--- src/rtl/memory_access.sv ---
// Memory stage of the rv64I pipeline. Performs at most one data-memory access per
// instruction over a valid/ready request bus, aligns and extends load data, and drives
// a registered result toward writeback while stalling upstream during an access.
module memory_access (
  input  logic         clk,
  input  logic         rst_n,
  input  logic         regM_i_valid,
  input  logic [10:0]  regM_i_load_store_info,
  input  logic [63:0]  regM_i_alu_result,
  input  logic [63:0]  regM_i_regdata2,
  input  logic [160:0] regM_i_commit_info,
  output logic         memory_o_stall,
  output logic         memory_o_valid,
  output logic [63:0]  memory_o_alu_result,
  output logic [63:0]  memory_o_mem_rdata,
  output logic         memory_o_misaligned,
  output logic [160:0] memory_o_commit_info,
  output logic         dmem_o_req_valid,
  input  logic         dmem_i_req_ready,
  output logic [63:0]  dmem_o_addr,
  output logic         dmem_o_wen,
  output logic [63:0]  dmem_o_wdata,
  output logic [7:0]   dmem_o_wstrb,
  input  logic         dmem_i_resp_valid,
  input  logic [63:0]  dmem_i_resp_data
);

  localparam logic [1:0] IDLE = 2'd0;
  localparam logic [1:0] REQ  = 2'd1;
  localparam logic [1:0] WAIT = 2'd2;

  logic [1:0]  state_q, state_d;
  logic [10:0] ls;
  logic [2:0]  off;
  logic        is_load, is_store, is_mem, misaligned;
  logic        accept, complete;
  logic [7:0]  st_strb;
  logic [63:0] st_data, ld_field, ld_ext;

  // Upstream holds regM_i_* while stalled, so live inputs stay valid for the whole access.
  assign ls       = regM_i_load_store_info;
  assign off      = regM_i_alu_result[2:0];
  assign is_load  = |ls[10:4];
  assign is_store = |ls[3:0];
  assign is_mem   = is_load | is_store;

  // Misalignment by access size; bytes can never be misaligned.
  assign misaligned = ((ls[9] | ls[5] | ls[2]) & off[0])
                    | ((ls[8] | ls[4] | ls[1]) & (|off[1:0]))
                    | ((ls[7] | ls[0]) & (|off));

  assign accept   = (state_q == IDLE) & regM_i_valid & is_mem & ~misaligned;
  assign complete = ((state_q == IDLE) & regM_i_valid & (~is_mem | misaligned))
                  | ((state_q == REQ) & dmem_i_req_ready & is_store)
                  | ((state_q == WAIT) & dmem_i_resp_valid);

  // Store lane placement within the aligned doubleword.
  assign st_data = regM_i_regdata2 << {off, 3'b000};
  always_comb begin
    st_strb = 8'h00;
    if (ls[3])      st_strb = 8'h01 << off;
    else if (ls[2]) st_strb = 8'h03 << off;
    else if (ls[1]) st_strb = 8'h0F << off;
    else if (ls[0]) st_strb = 8'hFF;
  end

  // Load extract: shift the addressed field down, then size and extend it.
  assign ld_field = dmem_i_resp_data >> {off, 3'b000};
  always_comb begin
    ld_ext = 64'd0;
    if (ls[10])     ld_ext = {{56{ld_field[7]}}, ld_field[7:0]};
    else if (ls[9]) ld_ext = {{48{ld_field[15]}}, ld_field[15:0]};
    else if (ls[8]) ld_ext = {{32{ld_field[31]}}, ld_field[31:0]};
    else if (ls[7]) ld_ext = ld_field;
    else if (ls[6]) ld_ext = {56'd0, ld_field[7:0]};
    else if (ls[5]) ld_ext = {48'd0, ld_field[15:0]};
    else if (ls[4]) ld_ext = {32'd0, ld_field[31:0]};
  end

  // Next state and combinational stall.
  always_comb begin
    state_d        = state_q;
    memory_o_stall = 1'b0;
    case (state_q)
      IDLE: begin
        memory_o_stall = accept;
        if (accept) state_d = REQ;
      end
      REQ: begin
        memory_o_stall = ~(dmem_i_req_ready & is_store);
        if (dmem_i_req_ready) state_d = is_store ? IDLE : WAIT;
      end
      WAIT: begin
        memory_o_stall = ~dmem_i_resp_valid;
        if (dmem_i_resp_valid) state_d = IDLE;
      end
      default: state_d = IDLE;
    endcase
  end

  // State register.
  always_ff @(posedge clk or negedge rst_n) begin
    if (!rst_n) state_q <= IDLE;
    else        state_q <= state_d;
  end

  // Request bus: latched on accept, held through REQ, valid dropped on handshake.
  always_ff @(posedge clk or negedge rst_n) begin
    if (!rst_n) begin
      dmem_o_req_valid <= 1'b0;
      dmem_o_addr      <= 64'd0;
      dmem_o_wen       <= 1'b0;
      dmem_o_wdata     <= 64'd0;
      dmem_o_wstrb     <= 8'd0;
    end else if (accept) begin
      dmem_o_req_valid <= 1'b1;
      dmem_o_addr      <= {regM_i_alu_result[63:3], 3'b000};
      dmem_o_wen       <= is_store;
      dmem_o_wdata     <= is_store ? st_data : 64'd0;
      dmem_o_wstrb     <= st_strb;
    end else if ((state_q == REQ) && dmem_i_req_ready) begin
      dmem_o_req_valid <= 1'b0;
    end
  end

  // Result registers: loaded only on the completing cycle, valid pulses for one cycle.
  always_ff @(posedge clk or negedge rst_n) begin
    if (!rst_n) begin
      memory_o_valid       <= 1'b0;
      memory_o_alu_result  <= 64'd0;
      memory_o_mem_rdata   <= 64'd0;
      memory_o_misaligned  <= 1'b0;
      memory_o_commit_info <= 161'd0;
    end else begin
      memory_o_valid <= complete;
      if (complete) begin
        memory_o_alu_result  <= regM_i_alu_result;
        memory_o_mem_rdata   <= (state_q == WAIT) ? ld_ext : 64'd0;
        memory_o_misaligned  <= (state_q == IDLE) & misaligned;
        memory_o_commit_info <= regM_i_commit_info;
      end
    end
  end

endmodule
--- config.mk ---
export PLATFORM = sky130hd
export DESIGN_NAME = memory_access
export DESIGN_NICKNAME = d
export VERILOG_FILES = /design/src/rtl/memory_access.sv
export SDC_FILE = /design/constraint.sdc
export NUM_CORES = 1
export LEC_CHECK = 0
export BUFFER_PORTS_ARGS = -buffer_cell sky130_fd_sc_hd__buf_2
export CAP_MARGIN = 20
export CORE_AREA = 2 2 307 309
export CTS_CLUSTER_SIZE = 30
export DETAILED_ROUTE_END_ITERATION = 7
export DIE_AREA = 0 0 309 311
export PLACE_DENSITY_LB_ADDON = 0.08
export SYNTH_ARGS = -nofsm -noshare
export SYNTH_HDL_FRONTEND = slang
export SYNTH_SLANG_ARGS = --single-unit
--- constraint.sdc ---
create_clock -name clk -period 5.6 [get_ports clk]
set_input_delay 1.12 -clock clk [delete_from_list [all_inputs] [get_ports clk]]
set_output_delay 1.12 -clock clk [all_outputs]
set_load 0.05 [all_outputs]
==> out/results.tsv <==
stage	metric	value	unit
logic_synthesis	ys_ff_latch	428	
flow_run	cap_violations	0	
grt	grt.met3_usage	6.464	%
die	die_w	309	microns
clocking	cts_buffers	55	
timing	maxSlewViolCount	0	
die	die_h	311	microns
grt	grt_start_max_net_pins	178	
detailed_routing	drtAntennaViolNets	0	
place	portBuffers	795	
final_layout	finalNonFillerCells	3599	
logic_synthesis	synth.distinct_cells	56	
critical_path	worstPathMaxFanout	39	
place	dp_cells	3501	
die	floorplan.rows	112	
logic_synthesis	ys_seq_area_share	54.40	%
timing	fin_crit	4179	ps
critical_path	cp-end-kind	output port	
timing	grt_setup_unrepaired	false	
clocking	cts_resized	0	
logic_synthesis	synth-async-reset-ratio	100.0	%
timing	slew-limit-headroom	28.51	%
final_layout	layout-drive-gt1-share	45.87	%
final_layout	fillers	9812	
timing	finalCritPeriodShare	74.62	%
timing	skew	43.59	ps
outcome	status	complete, no violations	
clocking	clockBufferDepth	3	
grt	grtUsageMet1	22.57	%
critical_path	worst-setup-path-type	in -> out	
grt	grt_busiest_layer	met2	
detailed_routing	via_per_inst	4.487	
detailed_routing	wl	93440	microns
grt	grt_use_total	18.91	%
die	die_area	0.09610	sq mm
clocking	insertion_delay	670	ps
pwr	irDropWorstVdd	0.2848	mV
grt	grt_pass1_vias	16770	
hold_path	holdCritPathClass	in -> async	
critical_path	worstSetupStartpointType	input port	
clocking	cts_setup_buffers	0	
die	core_area	0.09277	sq mm
detailed_routing	drtIter0Drc	904	
critical_path	arrival	3060	ps
grt	grt_pass1_wl	131600	microns
die	start_util	21.22	%
logic_synthesis	syn_area_per_cell	12.80	sq um
timing	tns	0	ps
logic_synthesis	syn_inst	1538	
clocking	h-tree-depth	2	
final_layout	register_area	0.01071	sq mm
grt	met2_usage	32.72	%
detailed_routing	via_count	16150	
clocking	clk_pin_slew	60	ps
pwr	power_density	418.3	mW/mm^2
critical_path	critical_path_required	4480	ps
die	ios	799	
clocking	cts-root-buf	clkbuf_16	
detailed_routing	drcViolationCount	0	
timing	hold_viol	0	
clocking	cts_tree	built	
final_layout	multiInputGateArea	0.008369	sq mm
detailed_routing	wl_per_cell	25.96	microns
clocking	clock_sinks	428	
place	gp_congestion	0.8023	
logic_synthesis	synth_edf_count	0	
place	hpwl	71250	microns
final_layout	areaGrowthSynthToFinish	35.96	%
detailed_routing	dr.pass1.iters	5	
pwr	p_leak	12.83	nW
grt	gr-total-overflow	0	
logic_synthesis	yosys_warnings	0	
logic_synthesis	syn_area	0.01969	sq mm
final_layout	nNetsFinal	2682	
timing	setup_viol	0	
logic_synthesis	synth_ff_type	dfrtp_1	
grt	antenna_found_initial	35	
timing	worstMarginPinSlew	1072	ps
timing	max_freq	239.3	MHz
clocking	postCtsHoldBufs	0	
placed cells by master, fill, tap and decap left out, types with 5 or more instances in the layout:
master	count
a22o_1	27
mux4_2	29
a211oi_1	14
mux2_1	169
dfrtp_1	428
and3_1	6
clkbuf_1	14
o2bb2ai_1	34
a32o_1	15
o221ai_1	12
nor2_1	57
a21oi_1	56
clkbuf_8	11
o21ai_0	54
buf_2	792
mux2_2	127
buf_12	7
buf_4	26
nor3_1	10
diode_2	8
ha_1	9
nor2b_1	16
clkbuf_16	55
inv_1	5
nand2b_1	5
a22oi_1	5
o31ai_1	42
nand2_1	119
a31oi_1	12
clkinv_2	5
a221o_1	7
nand3_1	16
mux2i_1	100
where the power goes:
| group | internal, W | total, W | switching [W] |
|---|---|---|---|
| logic | 0.000926 | 0.00386 | 0.00294 |
| clock network | 0.00203 | 0.00348 | 0.00145 |
| registers | 0.00360 | 0.00385 | 0.000250 |
| total | 0.00656 | 0.0112 | 0.00464 |
Yosys cell counts, drive strengths merged (27+ instances only):
library cell	instances	share of area, %
mux2	296	17
o2bb2ai	34	1.5
nor2	57	1.1
nand2	119	2.3
o21ai	55	1.4
clkbuf	59	1.1
o31ai	42	1.6
mux2i	100	5.1
buf	61	2.0
a21oi	56	1.4
dfrtp	428	54
a22o	27	1.2
mux4	29	3.3
worst max-delay path: stages:
cell      delay, ps
buf_4           260
inv_2           110
ha_1            230
nor2b_1         220
o221ai_1        290
a211o_4         370
o211ai_1        130
buf_2           310
cells by family (layout without fill, tap and decap cells):
group                      Yosys count  in the layout  synth area share [%]
DFF                                428            428                 54.40
adders and majority gates            9              9                0.5720
AOI/OAI and AO/OA                  297            297                 10.65
xor gates and xnor gates             1              1               0.04450
other                                1             11               0.01905
and+or+nand+nor                    249            249                 5.707
buffers and inverters              128            925                 3.267
muxes                              425            425                 25.33
stage by stage:
| step | hold slack, ps | cell area, sq um | total power, W | util, % | setup WS, ps |
|---|---|---|---|---|---|
| 2_1_floorplan | 580.0 | 19690 | 0.006495 | - | 691.4 |
| 3_3_place_gp | 461.7 | 25010 | 0.007819 | 26.96 | 1243 |
| 3_5_place_dp | 461.3 | 25010 | 0.007845 | 26.96 | 1233 |
| 4_1_cts | 397.4 | 26750 | 0.01142 | 28.83 | 1388 |
| 5_1_grt | 443.4 | 26750 | 0.01171 | 28.83 | 1331 |
| 6_report | 425.0 | 26770 | 0.01120 | 28.85 | 1421 |
worst paths after layout:
path / cells past startpoint / to / slack (ps) / start
worst min-delay path: 1 / memory_o_commit_info[153]$_DFFE_PN0P_ / 420 / rst_n
worst max-delay path: 8 / memory_o_stall / 1420 / regM_i_alu_result[1]
worst max register to register: 7 / memory_o_commit_info[24]$_DFFE_PN0P_ / 2870 / state_q[1]$_DFFE_PN0P_
worst min register to register: 2 / dmem_o_wdata[55]$_DFFE_PN0P_ / 470 / dmem_o_wdata[55]$_DFFE_PN0P_
min in group clk: 2 / dmem_o_wdata[55]$_DFFE_PN0P_ / 470 / dmem_o_wdata[55]$_DFFE_PN0P_
max in group asynchronous: 2 / memory_o_commit_info[35]$_DFFE_PN0P_ / 3810 / rst_n
metal layers:
| layer | vias to the layer above | share of wire [%] |
|---|---|---|
| met5 | - | 0.30 |
| met4 | 38 | 1.6 |
| met3 | 120 | 8.9 |
| met2 | 587 | 49 |
| met1 | 8199 | 40 |
| li1 | 7204 | - |
registers in the layout, indices dropped and copies added (netlist names):
register / count
dmem_o_addr: 61
dmem_o_wdata: 64
state_q: 2
dmem_o_wen: 1
memory_o_commit_info: 161
memory_o_alu_result: 64
memory_o_misaligned: 1
dmem_o_req_valid: 1
memory_o_valid: 1
memory_o_mem_rdata: 64
dmem_o_wstrb: 8
layout make-up:
class                           count  area share [%]
Multi-Input combinational cell    984           31.27
Clock inverter                     10          0.5750
Tap cell                         1254           5.862
Inverter                            8          0.1402
Timing Repair Buffer              827           16.16
Clock buffer                       80           5.904
Antenna cell                        8         0.07479
Sequential cell                   428           40.02
Note: power is estimated with default switching activity, not from simulation.
